File: config.mk
export PLATFORM = sky130hd
export DESIGN_NAME = pulse_train_tx
export DESIGN_NICKNAME = d
export VERILOG_FILES = /design/src/rtl/pulse_tx_pkg.sv /design/src/rtl/sat_updown_counter.sv /design/src/rtl/pulse_train_tx.sv
export SDC_FILE = /design/constraint.sdc
export NUM_CORES = 1
export LEC_CHECK = 0
export ABC_AREA = 1
export BUFFER_PORTS_ARGS = -buffer_cell sky130_fd_sc_hd__buf_2
export CAP_MARGIN = 20
export CELL_PAD_IN_SITES_DETAIL_PLACEMENT = 1
export CELL_PAD_IN_SITES_GLOBAL_PLACEMENT = 1
export CORE_ASPECT_RATIO = 0.9
export CORE_MARGIN = 2
export CORE_UTILIZATION = 42
export DETAILED_ROUTE_END_ITERATION = 8
export GPL_ROUTABILITY_DRIVEN = 1
export PLACE_DENSITY_LB_ADDON = 0.1
export SYNTH_ARGS = -nofsm -noshare
export SYNTH_HDL_FRONTEND = slang
export SYNTH_SLANG_ARGS = --single-unit
File: constraint.sdc
create_clock -name clk -period 2.5 [get_ports clk]
set_input_delay 0.125 -clock clk [delete_from_list [all_inputs] [get_ports clk]]
set_output_delay 0.125 -clock clk [all_outputs]
set_load 0.01 [all_outputs]
File: src/rtl/pulse_tx_pkg.sv
// Shared types and limits for the pulse_train_tx event-line transmitter.
package pulse_tx_pkg;

  typedef enum logic [1:0] {
    IDLE = 2'b00,
    HIGH = 2'b01,
    GAP  = 2'b10
  } state_e;

  localparam int CNT_W      = 8;
  localparam int MIN_CYCLES = 2;
  localparam int MAX_CYCLES = 255;

endpackage

File: src/rtl/sat_updown_counter.sv
// Saturating up/down counter holding the queued-event count; flags a dropped increment.
module sat_updown_counter #(
  parameter int W = 4
) (
  input  logic         clk,
  input  logic         reset,
  input  logic         inc,
  input  logic         dec,
  output logic [W-1:0] count,
  output logic         sat_drop
);

  localparam logic [W-1:0] MAX_COUNT = '1;

  logic [W-1:0] count_q, count_d;
  logic         drop_q, drop_d;

  always_comb begin
    // NOTE: defaults first so every path assigns every output; no latch is inferred.
    count_d = count_q;
    drop_d  = 1'b0;
    if (inc && !dec) begin
      if (count_q == MAX_COUNT) drop_d = 1'b1;
      else                      count_d = count_q + 1'b1;
    end else if (dec && !inc && count_q != '0) begin
      count_d = count_q - 1'b1;
    end
  end

  // NOTE: non-blocking assignments so all flops update together at the edge.
  always_ff @(posedge clk) begin
    if (reset) begin
      count_q <= '0;
      drop_q  <= 1'b0;
    end else begin
      count_q <= count_d;
      drop_q  <= drop_d;
    end
  end

  assign count    = count_q;
  assign sat_drop = drop_q;

endmodule

File: src/rtl/pulse_train_tx.sv
// Event strobes -> one clean pulse each, with guaranteed high width and low gap.
// Optional done strobe on queue drain when PULSE_TRAIN_TX_DONE_EN is defined.
module pulse_train_tx
  import pulse_tx_pkg::*;
#(
  parameter int HIGH_CYCLES = 4,
  parameter int GAP_CYCLES  = 4,
  parameter int PEND_W      = 4
) (
  input  logic              clk,
  input  logic              reset,
  input  logic              trig,
  output logic              pulse_out,
  output logic              busy,
  output logic [PEND_W-1:0] pending,
  output logic              overflow
`ifdef PULSE_TRAIN_TX_DONE_EN
  ,
  output logic              done
`endif
);

  if (HIGH_CYCLES < MIN_CYCLES || HIGH_CYCLES > MAX_CYCLES ||
      GAP_CYCLES < MIN_CYCLES || GAP_CYCLES > MAX_CYCLES || PEND_W < 1) begin : g_bad_param
    $error("pulse_train_tx: HIGH_CYCLES/GAP_CYCLES must be 2..255 and PEND_W >= 1");
  end

  localparam logic [CNT_W-1:0] HIGH_LAST = CNT_W'(HIGH_CYCLES - 1);
  localparam logic [CNT_W-1:0] GAP_LAST  = CNT_W'(GAP_CYCLES - 1);

  state_e             state_q;
  logic [CNT_W-1:0]   cnt_q;
  logic               pulse_q;
  logic               busy_q;
  logic [PEND_W-1:0]  pend_cnt;
  logic               sat_drop;
  logic               pend_nz, last_gap, start_idle, start_direct, inc, dec;

  // A trig that starts a pulse itself never enters the queue; a queued one leaves it.
  assign pend_nz      = |pend_cnt;
  assign last_gap     = (state_q == GAP) && (cnt_q == GAP_LAST);
  assign start_idle   = (state_q == IDLE) && trig;
  assign start_direct = last_gap && !pend_nz && trig;
  assign dec          = last_gap && pend_nz;
  assign inc          = trig && !(start_idle || start_direct);

  sat_updown_counter #(.W(PEND_W)) u_pending (
    .clk      (clk),
    .reset    (reset),
    .inc      (inc),
    .dec      (dec),
    .count    (pend_cnt),
    .sat_drop (sat_drop)
  );

  always_ff @(posedge clk) begin
    if (reset) begin
      state_q <= IDLE;
      cnt_q   <= '0;
      pulse_q <= 1'b0;
      busy_q  <= 1'b0;
    end else begin
      case (state_q)
        IDLE: begin
          if (trig) begin
            state_q <= HIGH;
            cnt_q   <= '0;
            pulse_q <= 1'b1;
            busy_q  <= 1'b1;
          end
        end
        HIGH: begin
          if (cnt_q == HIGH_LAST) begin
            state_q <= GAP;
            cnt_q   <= '0;
            pulse_q <= 1'b0;
          end else begin
            cnt_q <= cnt_q + 1'b1;
          end
        end
        GAP: begin
          if (cnt_q == GAP_LAST) begin
            cnt_q <= '0;
            if (pend_nz || trig) begin
              state_q <= HIGH;
              pulse_q <= 1'b1;
            end else begin
              state_q <= IDLE;
              busy_q  <= 1'b0;
            end
          end else begin
            cnt_q <= cnt_q + 1'b1;
          end
        end
        default: begin
          state_q <= IDLE;
          cnt_q   <= '0;
          pulse_q <= 1'b0;
          busy_q  <= 1'b0;
        end
      endcase
    end
  end

`ifdef PULSE_TRAIN_TX_DONE_EN
  logic done_q;

  always_ff @(posedge clk) begin
    if (reset) done_q <= 1'b0;
    else       done_q <= last_gap && !pend_nz && !trig;
  end

  assign done = done_q;
`endif

  assign pulse_out = pulse_q;
  assign busy      = busy_q;
  assign pending   = pend_cnt;
  assign overflow  = sat_drop;

endmodule

==> results.txt, run 1 <==
crit path time final = 2.17 ns
Post-CTS Hold Buffers = 0
Root Buffer Master = clkbuf_4
register area share after synthesis = 32.0%
post-synth net total = 148
Setup CP Type = flop to flop
DP HPWL = 1890 um
Worst-Margin Slew = 0.304 ns
R2R cell count = 14
syn avg cell area = 7.76 um^2
synth warn = 0
post-route ant nets = 0
P&R area growth vs syn = 10.0%
io pins = 10
EDFF count, synth = 0
setup_tns = 0 ns
final hold violation count = 0
Peak VDD IR = 0.000655 V
Mapped Cells = 137
setup slack after layout = 0.328 ns
Hold Path Class = input pin to flop
number of global-route vias before repair = 905
Die Span Y = 51.7 um
R2R Path Start = cnt_q[0]$_SDFFE_PP0P_
Port Buf Inserts = 9
Setup Skew = 0.00220 ns
CP Data Arrival Time = 2.41 ns
Cell Pwr Density = 1010 mW/mm^2
WHS Endpoint = u_pending.count[2]$_SDFFE_PP0P_
largest net degree at the start of global routing = 10
antenna cells = 0
Yosys top cell area share = 32.0%
share of layout cells above drive strength 1 = 30.7%
1st-pass router iterations = 4
Routability Congestion = 0.760
max-cap viol count = 0
Core Area = 0.00242 mm^2
overall routing resource usage = 17.6%
worst setup path start = cnt_q[0]$_SDFFE_PP0P_
LEAKAGE = 0.516 nW
post-synth cell types = 26
Crit-path slowest cell = dfxtp_1
Synth async-reset ratio = 0%
Layout Utilization = 48.2%
first-pass GRT wire length = 4010 um
die area = 0.00295 mm^2
cts bufs inserted = 3
Post-synth top cells = 23 x nand2_1, 20 x nor2_1, 17 x dfxtp_1
final period utilization = 86.9%
DRC = 0
r2r endpoint = u_pending.count[3]$_SDFFE_PP0P_
Clock Sinks = 17
final setup vio count = 0
post-cts resize count = 0
CTS clk-pin slew, worst paths = 0.10 ns
Min-Delay Path Depth = 2
buffers inserted by post-CTS timing repair = 0
Clk Latency, worst-skew pair = 0.30 ns
ys flop type = dfxtp_1
gr ovfl total = 0
top cells by area, synth = dfxtp_1 32%, ha_1 8.2%, nand2_1 8.1%, nor2_1 7.1%, nand3_2 4.7%
FF-to-FF setup slack = 0.33 ns
cell taking the most area after synthesis = dfxtp_1
Worst EP required = 2.74 ns
Die X = 57.0 um
fin nets = 162
fmax = 460 MHz
worst-case clock buffer depth = 2
# H-tree levels = 1
initial DRC count = 13
TritonCTS clock tree = yes
Cell Area, Synth = 0.00106 mm^2
most common cell in the netlist = nand2_1
initial antenna violation count = 0
status = complete, no violations
Rel. slew slack = 79.6%
Setup WS pre-CTS = 0.350 ns
Buf/Inv on CP = 1
slowest cell delay on critical path = 0.39 ns
Post-Route WL = 2350 um
Vias = 909
critical path peak fanout = 5
Startpoint Class = flop
routed len/inst = 13.2 um
CP delay by family, top = simple AND/OR/NAND/NOR gates
Min-Delay Startpoint = reset
max-slew violation count = 0
RSZ-0062 raised after global routing = false
Vias/cell = 5.11
initial core utilization = 43.9%
crit path capture type = flop
#FFs+latches synth = 17
CP cell instances = ha_1, nand2_1, nor2_2, nand3_2, nand2_2, ha_1, a21boi_0, nor2_1, inv_1, nand2_2, nand2_2, nor2_2, nor2_1, nor2_1
Rows = 17
routing by layer:
| layer | vias to the layer above | GRT usage [%] | share of wire, % |
|---|---|---|---|
| met2 | 12 | 28.7 | 46 |
| met5 | - | 0 | 0 |
| met4 | 0 | 4.65 | 0.72 |
| met1 | 427 | 23.3 | 50 |
| li1 | 468 | - | - |
| met3 | 2 | 4.48 | 3.2 |
worst max-delay path by stage:
stage	to	slack, ns	cells past startpoint
6_report	u_pending.count[3]$_SDFFE_PP0P_	0.33	14
5_1_grt	u_pending.count[3]$_SDFFE_PP0P_	0.08	14
2_1_floorplan	u_pending.count[3]$_SDFFE_PP0P_	0.58	14
3_3_place_gp	u_pending.count[3]$_SDFFE_PP0P_	0.48	13
4_1_cts	u_pending.count[3]$_SDFFE_PP0P_	0.31	14
3_5_place_dp	u_pending.count[3]$_SDFFE_PP0P_	0.35	14
kinds of logic after synthesis:
logic type / synth area share (%)
xor gates and xnor gates: 1.65
AOI/OAI and AO/OA: 9.29
and+or+nand+nor: 41.1
DFF: 32.0
buffers and inverters: 5.88
adders and majority gates: 10.1
state kept, by name, summed over array words and instances, names as in the netlist:
register / flops
cnt_q: 8
u_pending.count: 4
state_q: 2
busy: 1
pulse_out: 1
u_pending.sat_drop: 1
area by class of cell:
| type | instances | area, um^2 |
|---|---|---|
| inverters | 16 | 62.6 |
| flip-flops and latches | 17 | 340 |
| fillers | 317 | 1250 |
| multi-input cells | 104 | 661 |
| repair buffers | 9 | 45.0 |
| well taps | 28 | 35.0 |
| clock buffers | 4 | 26.3 |
layout by cell type, fill, tap and decap left out, types with 3 or more instances in the layout:
master,n
inv_2,7
nand3_2,5
nor2_1,20
nand2_1,23
a21oi_1,7
nand2_2,7
dfxtp_1,17
nor2_4,4
buf_2,9
nor3_1,4
o21ai_0,4
clkbuf_4,3
nand3_1,4
inv_1,8
ha_1,7
stage by stage:
step	power (mW)	area [um^2]	hold slack, ns	std cells
4_1_cts	1.19	1170	0.0412	178
3_3_place_gp	1.01	1140	0.360	174
6_report	1.18	1170	0.0502	178
5_1_grt	1.30	1170	0.0512	178
2_1_floorplan	0.881	1060	0.187	137
3_5_place_dp	1.04	1140	0.364	174
where the power goes:
group	total [mW]	switching [mW]	internal, mW
sequential	0.402	0.0696	0.332
combinational	0.624	0.390	0.234
clock	0.154	0.0923	0.0622
total	1.18	0.552	0.628
Note: power is estimated with default switching activity, not from simulation.
==> run 2, diff against run 1 <==
- ABC_AREA: 1 -> 0
- CORE_UTILIZATION: 42 -> 43
- TNS_END_PERCENT: unset -> 10
==> run 2 against run 1 <==
  * Largest power group is now sequential cells
  * Worst hold slack improved by 0.15 ns
  * Clock power about the same
  * Die area decreased by 8.8%
  * Non-clock buffer count increased by 5
  * Critical path type unchanged
==> results.txt, run 2 <==
Post-synth top cells = 17 x dfxtp_1, 13 x nor2_1, 11 x nand2_1
Buf/Inv on CP = 0 (-1)
Rel. slew slack = 58.1% (-21 points)
status = complete, no violations
Psw = 0.263 mW (-52%)
synth warn = 0 (unchanged)
CTS clk-pin slew, worst paths = 0.10 ns (about the same)
Cell Area, Placed = 0.00110 mm^2 (-3.9%)
max-slew violation count = 0 (unchanged)
P&R area growth vs syn = 19.5%
io pins = 10 (unchanged)
gr ovfl total = 0 (unchanged)
Cell Area, Synth = 986 um^2 (-7.3%)
Worst-Margin Slew = 0.627 ns (+0.323 ns)
critical path peak fanout = 4 (-1)
Cell Pwr Density = 631 mW/mm^2 (-37%)
Root Buffer Master = clkbuf_4
Reg with most FFs = cnt_q
CP cell instances = ha_2, or4b_4, o21ai_2, ha_1, a21o_4, a2111oi_4, mux2i_1, nand3_1
EDFF count, synth = 0 (unchanged)
sequential share of power = 43.2% (+9.2 points)
Setup Skew = 0.00692 ns (+0.00472 ns)
# H-tree levels = 1 (unchanged)
Core Area = 0.00218 mm^2 (-10%)
Crit-path slowest cell = or4b_4
post-synth cell types = 39 (+50%)
internal power = 0.480 mW (-24%)
overall routing resource usage = 19.9% (+2.3 points)
Mapped Cells = 110 (-20%)
Yosys top cell area share = 34.5% (+2.5 points)
post-route ant nets = 0 (unchanged)
register area share after synthesis = 34.5% (+2.5 points)
top cells by area, synth = dfxtp_1 35%, ha_1 8.9%, nor2_1 4.9%, nand2_1 4.2%, xnor2_1 3.6%
number of global-route vias before repair = 875 (-3.3%)
Rows = 16 (-1)
met3 usage = 5.52% (+1.0 points)
ys flop type = dfxtp_1
fmax = 420 MHz (-8.8%)
1st-pass router iterations = 4 (unchanged)
most common cell in the netlist = dfxtp_1
worst-case clock buffer depth = 2 (unchanged)
CP delay by family, top = compound AO/OA/AOI/OAI gates
final setup vio count = 0 (unchanged)
die area = 0.00269 mm^2 (-8.8%)
Startpoint Class = flop
Vias/cell = 5.56 (+8.8%)
Post-CTS Hold Buffers = 0 (unchanged)
commonest non-fill, non-tap cell in the layout = dfxtp_1
Die Span Y = 49.4 um (-4.5%)
post-synth net total = 121 (-18%)
crit path capture type = flop
final period utilization = 95.3% (+8.4 points)
Die X = 54.5 um (-4.5%)
syn avg cell area = 8.96 um^2 (+15%)
antenna cells = 0 (unchanged)
most used routing layer in global routing = met2
Routability Congestion = 0.722 (-5.0%)
initial DRC count = 5 (-8)
clock network power share = 20.3% (+7.2 points)
GRT met1 Usage = 26.0% (+2.7 points)
Hold Path Class = input pin to flop
Peak VDD IR = 0.000500 V (-24%)
Synth async-reset ratio = 0% (unchanged)
cts bufs inserted = 3 (unchanged)
final instance area = 0.00118 mm^2 (+0.75%)
RSZ-0062 raised after global routing = false
DP HPWL = 1760 um (-7.0%)
most frequent cells in the layout = 16 x dfxtp_1, 13 x nor2_1, 11 x nand2_1
final hold violation count = 0 (unchanged)
Clk Latency, worst-skew pair = 0.30 ns (about the same)
CP Data Arrival Time = 2.63 ns (+0.22 ns)
crit path time final = 2.38 ns (+0.210 ns)
Worst EP required = 2.74 ns (about the same)
met2 global-route usage = 32.3% (+3.6 points)
first-pass GRT wire length = 3920 um (-2.2%)
max FFs per register = 8 (unchanged)
routed len/inst = 15.4 um (+16%)
Setup CP Type = flop to flop
buffers inserted by post-CTS timing repair = 0 (unchanged)
initial antenna violation count = 0 (unchanged)
fin nets = 138 (-15%)
switching part of the total = 35.4% (-11 points)
DRC = 0 (unchanged)
initial core utilization = 45.2% (+1.3 points)
slowest cell delay on critical path = 0.50 ns (+0.11 ns)
Post-Route WL = 2350 um (+0.13%)
setup_tns = 0 ns (unchanged)
#FFs+latches synth = 17 (unchanged)
post-cts resize count = 0 (unchanged)
LEAKAGE = 0.467 nW (-9.5%)
TritonCTS clock tree = yes
max-cap viol count = 0 (unchanged)
combinational share of power = 36.6% (-16 points)
Clock Sinks = 17 (unchanged)
cell taking the most area after synthesis = dfxtp_1
Port Buf Inserts = 9 (unchanged)
largest net degree at the start of global routing = 11 (+1)
Vias = 850 (-6.5%)
share of layout cells above drive strength 1 = 24.6% (-6.1 points)
-- run 2: kinds of logic (layout without fill, tap and decap cells) --
group	after synthesis	in the layout	synth area share (%)
flip-flops	17	17	34.5
XOR/XNOR	8	8	7.11
adder cells (fa/ha/maj)	8	8	10.9
AND/OR/NAND/NOR	48	48	26.1
AO/OA/AOI/OAI	18	18	13.7
buffers and inverters	6	22	2.28
multiplexers	5	5	5.33
-- run 2: routing by layer --
metal	up-vias	wire [um]
li1	432	-
met1	406	1130
met2	10	1150
met3	2	59
met4	0	11
met5	-	0
-- run 2: final cells by class --
class	count	area [um^2]
Fill cell	274	1000
Multi-Input combinational cell	87	678
Sequential cell	17	342
Timing Repair Buffer	14	82.6
Tap cell	27	33.8
Clock buffer	3	22.5
Inverter	4	15.0
Clock inverter	1	5.00
-- run 2: power by group through the flow --
stage	registers [mW]	clock network, mW	logic, mW
after global routing	0.325	0.169	0.302
after global placement	0.324	0	0.232
after floorplan	0.331	0	0.162
after CTS	0.319	0.158	0.243
final	0.321	0.151	0.272
after detailed placement	0.326	0	0.241
-- run 2: path summary, 6_finish.rpt --
kind / start / endpoint / slack [ns] / depth (start not counted)
max: cnt_q[1]$_SDFFE_PP0P_ / u_pending.count[3]$_SDFFE_PP0P_ / 0.12 / 8
min reg2reg: cnt_q[1]$_SDFFE_PP0P_ / cnt_q[1]$_SDFFE_PP0P_ / 0.49 / 2
min: reset / busy$_SDFFE_PP0P_ / 0.20 / 2
max reg2reg: cnt_q[1]$_SDFFE_PP0P_ / u_pending.count[3]$_SDFFE_PP0P_ / 0.12 / 8
-- run 2: metrics by stage --
stage          util, %  setup slack [ns]  hold WS [ns]  std cells  power [mW]
6_report          54.0             0.118         0.200        153       0.743
5_1_grt           54.0            0.0114         0.194        153       0.797
4_1_cts           51.6            0.0103         0.127        153       0.720
3_5_place_dp      50.3            0.0296         0.448        149       0.567
3_3_place_gp      50.3             0.172         0.444        149       0.556
2_1_floorplan        -            0.0691         0.361        110       0.494
-- run 2: worst register-to-register path, stage by stage (launching register included) --
cell and delay [ns]:
dfxtp_2 0.37, ha_2 0.20, or4b_4 0.50, o21ai_2 0.17
ha_1 0.26, a21o_4 0.25, a2111oi_4 0.35, mux2i_1 0.13
nand3_1 0.12
==> run 3, diff against run 2 <==
- SYNTH_HIERARCHICAL: unset -> 1
- clock period: 2.5 -> 2.55 ns (I/O delays scaled with it)
==> run 3 against run 2 <==
  * The run now ends with negative setup slack left
  * Setup slack worse by 0.14 ns
  * Global-route usage is 2.0 points higher
  * Clock skew is 0.0052 ns lower
  * Sequential share of layout area is 0.44 points lower
  * Power is 26% higher
  * Largest cell class unchanged
  * Combinational power is 67% higher
  * Via count up 4.9%
  * Clock power barely moved
  * Final cell count up 3.3%
  * Critical endpoint is now u_pending/count[3]$_SDFFE_PP0P_
  * First-iteration DRC count up 100%
  * Worst hold slack got worse by 0.051 ns
  * Clock-buffer cell count did not move
==> results.txt, run 3 <==
max-slew violation count = 0 (unchanged)
ys flop type = dfxtp_1
die area = 0.00263 mm^2 (-2.3%)
io pins = 10 (unchanged)
initial antenna violation count = 0 (unchanged)
Setup CP Type = flop to flop
Reg with most FFs = cnt_q
Post-synth top cells = 17 x dfxtp_1, 13 x nor2_1, 8 x a21oi_1, 8 x nand2_1, 7 x ha_1
DP HPWL = 1890 um (+7.3%)
Hold Path Class = input pin to flop
share of layout cells above drive strength 1 = 34.4% (+9.7 points)
Cell Pwr Density = 768 mW/mm^2 (+22%)
Clk Latency, worst-skew pair = 0.29 ns (about the same)
Peak VDD IR = 0.000409 V (-18%)
Synth async-reset ratio = 0% (unchanged)
Mapped Cells = 109 (-0.91%)
cts bufs inserted = 3 (unchanged)
Die Span Y = 48.8 um (-1.2%)
initial core utilization = 44.9% (-0.32 points)
Worst EP required = 2.79 ns (+0.05 ns)
commonest non-fill, non-tap cell in the layout = dfxtp_1
EDFF count, synth = 0 (unchanged)
Cell Area, Synth = 961 um^2 (-2.5%)
largest net degree at the start of global routing = 13 (+2)
total power draw = 0.936 mW (+26%)
most common cell in the netlist = dfxtp_1
LEAKAGE = 0.492 nW (+5.5%)
top cells by area, synth = dfxtp_1 35%, ha_1 9.1%, nor2_1 5.1%, xnor2_1 4.6%, xor2_1 4.6%
failing checks = negative setup slack
setup slack after layout = -0.0205 ns (-0.138 ns)
critical path peak fanout = 4 (unchanged)
Startpoint Class = flop
clock network power share = 15.8% (-4.5 points)
max FFs per register = 8 (unchanged)
Post-CTS Hold Buffers = 0 (unchanged)
CP cell instances = ha_4, or4b_4, nor2_4, nand2_2, nor2_2, and2b_2, inv_2, ha_4, o21ai_2, a21oi_2, or4_4, a21oi_2
number of global-route vias before repair = 927 (+5.9%)
antenna cells = 0 (unchanged)
switching part of the total = 38.6% (+3.2 points)
fmax = 389 MHz (-7.3%)
initial DRC count = 10 (+5)
critical path depth in cells = 12 (+4)
Rows = 16 (unchanged)
TritonCTS clock tree = yes
Worst-Margin Slew = 0.513 ns (-0.114 ns)
Clock Sinks = 17 (unchanged)
Vias/cell = 5.65 (+1.6%)
Rel. slew slack = 65.7% (+7.6 points)
RSZ-0062 raised after global routing = true
R2R cell count = 12 (+4)
1st-pass router iterations = 4 (unchanged)
Min-Delay Path Depth = 2 (unchanged)
Psw = 0.361 mW (+37%)
Yosys top cell area share = 35.4% (+0.90 points)
slowest cell delay on critical path = 0.49 ns (about the same)
Vias = 892 (+4.9%)
worst-case clock buffer depth = 2 (unchanged)
synth warn = 6 (+6)
Post-Route WL = 2570 um (+9.3%)
post-synth net total = 119 (-1.7%)
routed len/inst = 16.3 um (+5.8%)
CTS clk-pin slew, worst paths = 0.10 ns (about the same)
Die X = 53.8 um (-1.2%)
internal power = 0.575 mW (+20%)
# H-tree levels = 1 (unchanged)
#FFs+latches synth = 17 (unchanged)
fin nets = 142 (+2.9%)
Root Buffer Master = clkbuf_4
CP delay by family, top = simple AND/OR/NAND/NOR gates
first-pass GRT wire length = 4240 um (+8.1%)
max-cap viol count = 0 (unchanged)
Layout Utilization = 56.9% (+2.9 points)
Port Buf Inserts = 9 (unchanged)
overall routing resource usage = 21.9% (+2.0 points)
combinational share of power = 48.4% (+12 points)
most frequent cells in the layout = 15 x dfxtp_1, 11 x nor2_1, 11 x buf_4
Core Area = 0.00214 mm^2 (-1.8%)
final period utilization = 101% (+5.5 points)
syn avg cell area = 8.82 um^2 (-1.6%)
Buf/Inv on CP = 1 (+1)
P&R area growth vs syn = 26.8%
sequential share of power = 35.7% (-7.5 points)
post-synth cell types = 34 (-13%)
final hold violation count = 0 (unchanged)
Setup Skew = 0.00173 ns (-0.00519 ns)
Crit-path slowest cell = or4b_4
post-route ant nets = 0 (unchanged)
DRC = 0 (unchanged)
crit path time final = 2.57 ns (+0.188 ns)
register area share after synthesis = 35.4% (+0.90 points)
crit path capture type = flop
cell taking the most area after synthesis = dfxtp_1
CP Data Arrival Time = 2.81 ns (+0.18 ns)
gr ovfl total = 0 (unchanged)
Routability Congestion = 0.827 (+14%)
final setup vio count = 1 (+1)
status = finished with violations
run 3: repair_timing:
| action | CTS | global route |
|---|---|---|
| pin swaps | 0 | 5 |
| setup endpoints to repair | 2 | 3 |
| gates resized for setup | 2 | 9 |
| hold endpoints to repair | 0 | 0 |
| setup buffers | 2 | 1 |
run 3: power groups by stage:
stage | logic (mW) | clock network [mW] | registers [mW]
detailed placement | 0.394 | 0 | 0.343
floorplan | 0.241 | 0 | 0.359
finish | 0.454 | 0.148 | 0.334
global route | 0.492 | 0.164 | 0.340
CTS | 0.410 | 0.157 | 0.334
global placement | 0.376 | 0 | 0.340
run 3: area by class of cell:
class	instances	area [um^2]
fill	258	923
clock inverter	1	5.00
tap	27	33.8
sequential	17	348
timing repair buffer	20	128
multi-input combinational	85	663
clock buffer	3	22.5
inverter	5	18.8
run 3: logic make-up (layout without fill, tap and decap cells):
| group | after synthesis | count (layout) | synth area share, % |
|---|---|---|---|
| AO/OA/AOI/OAI | 24 | 24 | 19.0 |
| XOR/XNOR | 10 | 10 | 9.11 |
| adder cells (fa/ha/maj) | 7 | 7 | 9.11 |
| buffers and inverters | 7 | 29 | 2.86 |
| flip-flops | 17 | 17 | 35.4 |
| multiplexers | 1 | 1 | 1.04 |
| AND/OR/NAND/NOR | 43 | 43 | 23.4 |
run 3: layer usage:
layer | global-route usage, % | share of wire [%]
met3 | 3.07 | 1.9
met1 | 29.9 | 47
met5 | 0 | 0
met2 | 33.7 | 51
met4 | 9.40 | 0.43
run 3: through the flow:
step / cells / setup TNS, ns / setup WS [ns] / area (um^2) / hold WS, ns
CTS: 157 / -0.00233 / -0.00233 / 1170 / 0.141
finish: 158 / -0.0205 / -0.0205 / 1220 / 0.149
global placement: 151 / 0 / 0.0777 / 1130 / 0.454
detailed placement: 151 / -0.0258 / -0.0258 / 1130 / 0.471
floorplan: 109 / 0 / 0.0467 / 996 / 0.197
global route: 158 / -0.293 / -0.149 / 1220 / 0.153
run 3: path summary, 6_finish.rpt:
path,slack [ns],end,from
hold / removal,0.15,u_pending/count[3]$_SDFFE_PP0P_,reset
setup reg to reg,-0.02,u_pending/count[3]$_SDFFE_PP0P_,cnt_q[1]$_SDFFE_PP0P_
setup / recovery,-0.02,u_pending/count[3]$_SDFFE_PP0P_,cnt_q[1]$_SDFFE_PP0P_
hold reg to reg,0.52,pulse_out$_SDFFE_PP0P_,pulse_out$_SDFFE_PP0P_
